<file path="src/rtl/aes_pkg.sv">
// Shared definitions for the AES job arbiter: operand width, FSM encoding,
// requester id type and the two-way round-robin pick.
package aes_pkg;

   localparam int AES_W = 128;
   localparam int CNT_W = 16;

   typedef enum logic [2:0] {
      ST_IDLE  = 3'd0,
      ST_LOAD  = 3'd1,
      ST_START = 3'd2,
      ST_WAIT  = 3'd3,
      ST_RESP  = 3'd4
   } aes_state_e;

   typedef logic req_id_t;

   localparam req_id_t REQ_A = 1'b0;
   localparam req_id_t REQ_B = 1'b1;

   // With both requesters pending the pointer decides; a lone requester always wins.
   function automatic req_id_t rr_pick(input logic req_a, input logic req_b, input req_id_t ptr);
      if (req_a && req_b) begin
         return ptr;
      end else if (req_b) begin
         return REQ_B;
      end else begin
         return REQ_A;
      end
   endfunction

endpackage

</file>
<file path="src/rtl/aes_rr_arb.sv">
// Two-way round-robin arbiter: picks requester A or B and moves the pointer
// to the loser whenever a grant is actually accepted.
module aes_rr_arb
   import aes_pkg::*;
(
   input  logic clk,
   input  logic rst,
   input  logic req_a_i,
   input  logic req_b_i,
   input  logic accept_i,
   output logic grant_valid_o,
   output logic grant_id_o
);

   req_id_t ptr_q;
   req_id_t ptr_d;

   assign grant_valid_o = req_a_i | req_b_i;
   assign grant_id_o    = rr_pick(req_a_i, req_b_i, ptr_q);

   always_comb begin
      ptr_d = ptr_q;
      if (accept_i) begin
         ptr_d = ~grant_id_o;
      end
   end

   always_ff @(posedge clk) begin
      if (rst) begin
         ptr_q <= REQ_A;
      end else begin
         ptr_q <= ptr_d;
      end
   end

endmodule

</file>
<file path="src/rtl/aes_arbiter.sv">
// Shares one AES core between two requesters: accepts one job at a time,
// drives the core's load/start strobes, waits with a timeout, returns the result.
module aes_arbiter
   import aes_pkg::*;
#(
   parameter int unsigned TIMEOUT = 255
)
(
   input  logic             clk,
   input  logic             rst,
   input  logic             a_valid,
   input  logic             a_dec,
   input  logic [AES_W-1:0] a_data,
   input  logic [AES_W-1:0] a_key,
   output logic             a_ready,
   input  logic             b_valid,
   input  logic             b_dec,
   input  logic [AES_W-1:0] b_data,
   input  logic [AES_W-1:0] b_key,
   output logic             b_ready,
   output logic             res_valid,
   output logic             res_id,
   output logic [AES_W-1:0] res_data,
   output logic             res_err,
   input  logic             res_ready,
   output logic             aes_enable,
   output logic             aes_enc_req,
   output logic             aes_dec_req,
   output logic [AES_W-1:0] aes_key,
   output logic [AES_W-1:0] aes_data,
   input  logic [AES_W-1:0] aes_data_out,
   input  logic             aes_data_ready,
   output logic [2:0]       dbg_state_o
);

   // Handshake: a requester's job transfers on the rising edge where valid and
   // ready are both high; ready is only ever high in IDLE, for the granted side.

   localparam logic [2:0] S_IDLE  = ST_IDLE;
   localparam logic [2:0] S_LOAD  = ST_LOAD;
   localparam logic [2:0] S_START = ST_START;
   localparam logic [2:0] S_WAIT  = ST_WAIT;
   localparam logic [2:0] S_RESP  = ST_RESP;

   localparam logic [CNT_W-1:0] TMO_LAST = 16'(TIMEOUT - 1);

   logic [2:0]       state_q, state_d;
   logic             id_q, id_d;
   logic             dec_q, dec_d;
   logic [AES_W-1:0] key_q, key_d;
   logic [AES_W-1:0] data_q, data_d;
   logic [AES_W-1:0] res_data_q, res_data_d;
   logic             res_err_q, res_err_d;
   logic [CNT_W-1:0] cnt_q, cnt_d;

   logic grant_valid;
   logic grant_id;
   logic accept;

   aes_rr_arb u_rr (
      .clk           (clk),
      .rst           (rst),
      .req_a_i       (a_valid),
      .req_b_i       (b_valid),
      .accept_i      (accept),
      .grant_valid_o (grant_valid),
      .grant_id_o    (grant_id)
   );

   // Gated by rst so no ready escapes while reset is held.
   assign accept  = (state_q == S_IDLE) && grant_valid && !rst;
   assign a_ready = accept && (grant_id == REQ_A);
   assign b_ready = accept && (grant_id == REQ_B);

   assign aes_enable  = (state_q == S_LOAD);
   assign aes_enc_req = (state_q == S_START) && !dec_q;
   assign aes_dec_req = (state_q == S_START) && dec_q;
   assign aes_key     = key_q;
   assign aes_data    = data_q;

   assign res_valid   = (state_q == S_RESP);
   assign res_id      = id_q;
   assign res_data    = res_data_q;
   assign res_err     = res_err_q;
   assign dbg_state_o = state_q;

   always_comb begin
      state_d    = state_q;
      id_d       = id_q;
      dec_d      = dec_q;
      key_d      = key_q;
      data_d     = data_q;
      res_data_d = res_data_q;
      res_err_d  = res_err_q;
      cnt_d      = cnt_q;
      case (state_q)
         S_IDLE: begin
            if (accept) begin
               id_d       = grant_id;
               dec_d      = (grant_id == REQ_B) ? b_dec  : a_dec;
               key_d      = (grant_id == REQ_B) ? b_key  : a_key;
               data_d     = (grant_id == REQ_B) ? b_data : a_data;
               res_data_d = '0;
               res_err_d  = 1'b0;
               state_d    = S_LOAD;
            end
         end
         S_LOAD: begin
            state_d = S_START;
         end
         S_START: begin
            cnt_d   = '0;
            state_d = S_WAIT;
         end
         S_WAIT: begin
            // A result arriving on the timeout cycle still counts as success.
            if (aes_data_ready) begin
               res_data_d = aes_data_out;
               res_err_d  = 1'b0;
               state_d    = S_RESP;
            end else if (cnt_q == TMO_LAST) begin
               res_data_d = '0;
               res_err_d  = 1'b1;
               state_d    = S_RESP;
            end else begin
               cnt_d = cnt_q + 16'd1;
            end
         end
         S_RESP: begin
            if (res_ready) begin
               state_d = S_IDLE;
            end
         end
         default: begin
            state_d = S_IDLE;
         end
      endcase
   end

   always_ff @(posedge clk) begin
      if (rst) begin
         state_q    <= S_IDLE;
         id_q       <= REQ_A;
         dec_q      <= 1'b0;
         key_q      <= '0;
         data_q     <= '0;
         res_data_q <= '0;
         res_err_q  <= 1'b0;
         cnt_q      <= '0;
      end else begin
         state_q    <= state_d;
         id_q       <= id_d;
         dec_q      <= dec_d;
         key_q      <= key_d;
         data_q     <= data_d;
         res_data_q <= res_data_d;
         res_err_q  <= res_err_d;
         cnt_q      <= cnt_d;
      end
   end

endmodule

</file>
<file path="config.mk">
export PLATFORM = sky130hd
export DESIGN_NAME = aes_arbiter
export DESIGN_NICKNAME = d
export VERILOG_FILES = /design/src/rtl/aes_pkg.sv /design/src/rtl/aes_rr_arb.sv /design/src/rtl/aes_arbiter.sv
export SDC_FILE = /design/constraint.sdc
export NUM_CORES = 1
export LEC_CHECK = 0
export ABC_CLOCK_PERIOD_IN_PS = 2200
export CORE_AREA = 3 3 404 406
export CTS_BUF_LIST = sky130_fd_sc_hd__clkbuf_8 sky130_fd_sc_hd__clkbuf_16
export CTS_CLUSTER_SIZE = 40
export DETAILED_ROUTE_END_ITERATION = 10
export DIE_AREA = 0 0 407 409
export GPL_ROUTABILITY_DRIVEN = 0
export MAX_ROUTING_LAYER = met4
export PLACE_DENSITY = 0.43
export SLEW_MARGIN = 10
export SYNTH_ARGS = -nofsm -noshare
export SYNTH_HDL_FRONTEND = slang
export SYNTH_SLANG_ARGS = --single-unit
</file>
<file path="constraint.sdc">
create_clock -name clk -period 2.2 [get_ports clk]
set_clock_uncertainty 0.2 [all_clocks]
set_input_delay 0.33 -clock clk [delete_from_list [all_inputs] [get_ports clk]]
set_output_delay 0.33 -clock clk [all_outputs]
set_load 0.02 [all_outputs]
</file>
== Yosys cells after proc, flatten, opt, wreduce, memory -nomap -nowiden ==
Cells that the tools add are included.

* Input bits: 648
* Register bits after elaboration: 407
* Output and inout port bits: 395

* Bitwise gates (word level): 2
* Reductions and logical operators: 16
* Equality and inequality tests: 10
* $add $sub $neg: 1
* Mux-type cells: 21

{| class="wikitable"
|+ Operator list
! cell !! count
|-
| $mux W128 || 5
|-
| $pmux W128 S2 || 1
|-
| $mux W16 || 2
|-
| $pmux W16 S2 || 1
|-
| $add A16 B1 Y16 const B || 1
|-
| $eq A16 B8 Y1 const B || 1
|-
| $pmux W3 S5 || 1
|-
| $mux W3 || 4
|-
| $reduce_and A3 Y1 || 3
|-
| $logic_and A1 B1 Y1 || 7
|-
| $eq A3 B2 Y1 const B || 2
|-
| $mux W1 || 6
|-
| $ne A2 B2 Y1 const B || 3
|-
| $reduce_bool A2 Y1 || 2
|-
| $eq A3 B1 Y1 const B || 1
|-
| $eq A3 B3 Y1 const B || 1
|-
| $logic_not A3 Y1 || 1
|-
| $ne A3 B3 Y1 const B || 1
|-
| $logic_not A1 Y1 || 2
|-
| $ne A2 B1 Y1 const B || 1
|-
| $pmux W1 S2 || 1
|-
| $reduce_and A2 Y1 || 1
|-
| $not A1 Y1 || 1
|-
| $or A1 B1 Y1 || 1
|}

== Logic depth before layout (Yosys ltp) ==
* Depth in word-level cells: 5
* Depth in mapped cells: 8
* Mapped depth without buffers: 6

== Modules after synthesis ==
A second synthesis with hierarchy kept.

* Cell total of the unflattened synthesis: 1610
* Area total of the unflattened synthesis: 16652.2 µm²

{| class="wikitable"
|+ By module, submodules not included
! module !! times used !! cells an instance !! area an instance (µm²)
|-
| aes_arbiter || 1 || 1604 || 16585.9
|-
| aes_rr_arb || 1 || 6 || 66.3
|}

== Least setup slack after synthesis ==
No wires, ideal clock.

* Path kind: register to output
* From: register state_q[0], in the netlist dbg_state_o[0]
* To: output b_ready
* Data required time: 1.670 ns
* Path buffers: 4
* Path slack: 0.115 ns
* Stages on the path, launching flop included: 8
* Data arrival time: 1.555 ns
* Cell sequence: dfxtp_1 > buf_2 > nor2_2 > and3_1 > buf_2 > buf_2 > buf_2 > and3_1

* Cells in the longest elaborated chain, start to end: 4

{| class="wikitable"
|+ Ends and longest elaborated chain
! what !! RTL line !! text
|-
| from (decl) || aes_arbiter.sv:47 || <nowiki>logic [2:0] state_q, state_d;</nowiki>
|-
| from (signal assigned) || aes_arbiter.sv:151 || <nowiki>state_q <= state_d;</nowiki>
|-
| $logic_not A3 Y1 || aes_arbiter.sv:71 || <nowiki>assign accept = (state_q == S_IDLE) && grant_valid && !rst;</nowiki>
|-
| $logic_and A1 B1 Y1 (2 in series) || aes_arbiter.sv:71 ||
|-
| $logic_and A1 B1 Y1 || aes_arbiter.sv:73 || <nowiki>assign b_ready = accept && (grant_id == REQ_B);</nowiki>
|-
| to (decl) || aes_arbiter.sv:20 || <nowiki>output logic b_ready,</nowiki>
|}

No other way between the ends.

== Final worst setup path ==
* From: register state_q[0], in the netlist dbg_state_o[0]
* To: output a_ready

* Cells in the longest elaborated chain, start to end: 4

{| class="wikitable"
|+ Ends and longest elaborated chain
! what !! RTL line !! text
|-
| $logic_not A3 Y1 || aes_arbiter.sv:71 ||
|-
| $logic_and A1 B1 Y1 (2 in series) || aes_arbiter.sv:71 ||
|-
| $logic_and A1 B1 Y1 || aes_arbiter.sv:72 || <nowiki>assign a_ready = accept && (grant_id == REQ_A);</nowiki>
|-
| to (decl) || aes_arbiter.sv:15 || <nowiki>output logic a_ready,</nowiki>
|}

No other way between the ends.

==> results.yml <==
outcome:
  status: "complete, no violations"
route:
  ant_nets: 0
  topRoutingLayerUsed: "met4"
  routed_via_density: 3.68
  wl_met1_um: 49600
  wl_met3_um: 10400
  met2_length_um: 61700
  drt-initial-drc-count: 889
  drcViolationCount: 0
  routed_wl_um: 125000
  post_drt_wl_per_cell_um: 23.6
  vias: 19405
  drtPass1Iterations: 5
grt:
  grt_antenna_before_repair: 88
  grtUsageTotal_pct: 14.7
  grt_pass1_vias: 19444
  grt-ovfl-total: 0
  grt_max_degree: 113
  grt_pass1_wl_um: 166000
floorplan:
  core-area_um2: 160000
  ios: 1043
  dieHeight_um: 409
  dieArea_um2: 166000
  rows: 147
  die_w_um: 407
  start_util_pct: 10.9
timing:
  fmax_mhz: 461
  period_minus_slack_ns: 2.17
  relSlewSlack_pct: 48.5
  layout_worst_path_cycle_share_pct: 98.6
  setup_viol: 0
  setup_tns_ns: 0
  worst_pin_slew_ns: 0.773
  grt_setup_unrepaired: "yes"
  finalHoldViolCount: 0
  slew_violations: 0
hold_path:
  min-delay-start: "aes_data_out[98]"
  holdCritPathClass: "in2reg"
  hold_path_end: "res_data[98]"
  min_path_cells: 3
yosys:
  synth_top_cells_by_area: "dfxtp_1 (47%), mux2i_1 (15%), a211oi_1 (11%), nor2_1 (5.7%), o211ai_1 (5.5%)"
  yosysTopAreaCell: "dfxtp_1"
  ys.flop_type: "dfxtp_1"
  synthArstFlopShare_pct: 0
  synth_warnings: 0
  yosys.cell_types.count: 57
  ys_seq_area_share_pct: 46.6
  syn-cell-area_um2: 17500
  netlist_top_cells_count: "dfxtp_1 (407), nor2_1 (267), mux2i_1 (260)"
  synth-edff-count: 0
  avgSynthCellArea_um2: 9.25
  yosysTopAreaCellShare_pct: 46.6
  syn_nets: 2540
  synthMostInstantiatedCell: "dfxtp_1"
  synthCells: 1890
  ys_seq_elements: 407
placed_design:
  io_buffer_count: 1042
  dp_cells: 5022
  place_area_um2: 31200
  hpwl_um: 101000
setup_path:
  crit_family: "simple AND/OR/NAND/NOR gates"
  cp.required_ns: 1.67
  timing.rr.end: "cnt_q[14]"
  worst-setup-path-type: "reg2out"
  crit_path_top_delay_cell: "dfxtp_4"
  start_kind: "flip-flop"
  r2r_slack_ns: 0.11
  worst-path-buf-inv: 1
  slowest_delay_ns: 0.37
  crit_fanout: 4
  worstSetupEndpointType: "primary output"
  cp.arrival_ns: 1.64
  r2r-start: "cnt_q[0]"
  worstRegToRegCells: 6
  critical_path.cell_chain: "nor2_4, nand4_1, nor2_1, buf_4"
cts:
  cts_tree: "yes"
  clock_latency_ns: 0.62
  cts_num_sinks: 407
  cts_buffer_depth: 3
  clk_pin_slew_ns: 0.06
  clock-root-buffer: "clkbuf_16"
  h-tree-depth: 2
  tritoncts.num_buffers: 56
cells_and_area:
  instances_no_fill: 5271
  final_nets: 3676
  design_area_um2: 34100
  drive_gt1_share_pct: 8.75
  syn2layout_area_growth_pct: 94.7
  fillers: 17698
pwr:
  power_mw: 24.5
  pwr_density_cell_nw_per_um2: 719
  ir_drop_mv: 0.601
  power.leakage_nw: 13.6
flow_run:
  drv_cap: 0
-- kinds of logic (layout without fill, tap and decap cells) --
family | Yosys count | in the layout | synth area share [%]
simple gates | 461 | 461 | 10.9
flops | 407 | 407 | 46.6
mux | 260 | 260 | 14.9
fa+ha+maj | 2 | 2 | 0.143
compound gates | 560 | 560 | 22.3
buf+inv | 200 | 1384 | 5.27
other cells | 0 | 37 | 0
-- area by class of cell --
cell class,count,area (um^2),share of cell area (%)
timing repair buffer,1273,12700,37.2
tap,2160,2700,7.93
inverter,5,21.3,0.0624
clock buffer,72,1630,4.79
antenna,37,92.6,0.272
clock inverter,34,274,0.804
sequential,407,8160,24.0
multi-input combinational,1283,8520,25.0
-- flip-flops by register name (all words and copies together), names as in the netlist --
name and cells:
dbg_state_o 3, res_err 1, dec_q 1, u_rr.ptr_q 1, aes_data 128, res_data 128, res_id 1, cnt_q 16
aes_key 128
-- worst register-to-register path, cell delays in order (launching register included) --
cell and delay [ns]:
dfxtp_1 0.32, inv_1 0.06, ha_1 0.21, and4b_4 0.21
a41o_4 0.31, or4b_1 0.53, a31oi_1 0.18
-- report_power, final --
part / internal (mW) / switching, mW
Clock: 5.66 / 3.86
Sequential: 8.06 / 0.431
Combinational: 3.07 / 3.40
Total: 16.8 / 7.70
-- placed cells by master (no fill, tap or decap), types with 37 or more instances in the layout --
| master | instances |
|---|---|
| buf_4 | 102 |
| a21oi_1 | 135 |
| a211oi_1 | 259 |
| dlygate4sd3_1 | 99 |
| dlygate4sd2_1 | 272 |
| clkdlybuf4s50_1 | 716 |
| clkbuf_16 | 57 |
| diode_2 | 37 |
| dfxtp_1 | 402 |
| o211ai_1 | 129 |
| buf_12 | 41 |
| mux2i_1 | 260 |
| nor2_1 | 267 |
| nand2_1 | 147 |
-- layer usage --
layer	GRT usage, %	vias to the layer above
met5	-	-
li1	-	9271
met3	4.37	171
met4	3.39	0
met1	16.7	9193
met2	25.1	770
-- how the worst max path moves through the flow --
stage                               from           to  slack, ns  depth (start not counted)
after floorplan           dbg_state_o[0]      b_ready       0.11                          7
after global placement           a_valid  aes_key[47]      -0.67                          8
after detailed placement         a_valid  aes_key[47]      -0.69                          8
after CTS                 dbg_state_o[1]  aes_dec_req      -0.09                          3
after global routing      dbg_state_o[0]      a_ready      -0.07                          4
final                     dbg_state_o[0]      a_ready       0.03                          4
-- per-stage QoR --
| stage | setup WS (ns) | hold slack, ns | util (%) |
|---|---|---|---|
| after floorplan | 0.115 | 0.256 | - |
| after global placement | -0.674 | 0.274 | 19.5 |
| after detailed placement | -0.693 | 0.280 | 19.5 |
| after CTS | -0.0857 | 0.000419 | 21.1 |
| after global routing | -0.0670 | 0.0364 | 21.3 |
| final | 0.0319 | 0.0781 | 21.3 |
-- what timing repair did --
action,CTS,global route
setup buffers,3,3
pin swaps,3,2
hold endpoints to repair,121,0
setup endpoints to repair,280,45
hold buffers,100,0
gates resized for setup,320,47
(Power assumes the default switching activity.)
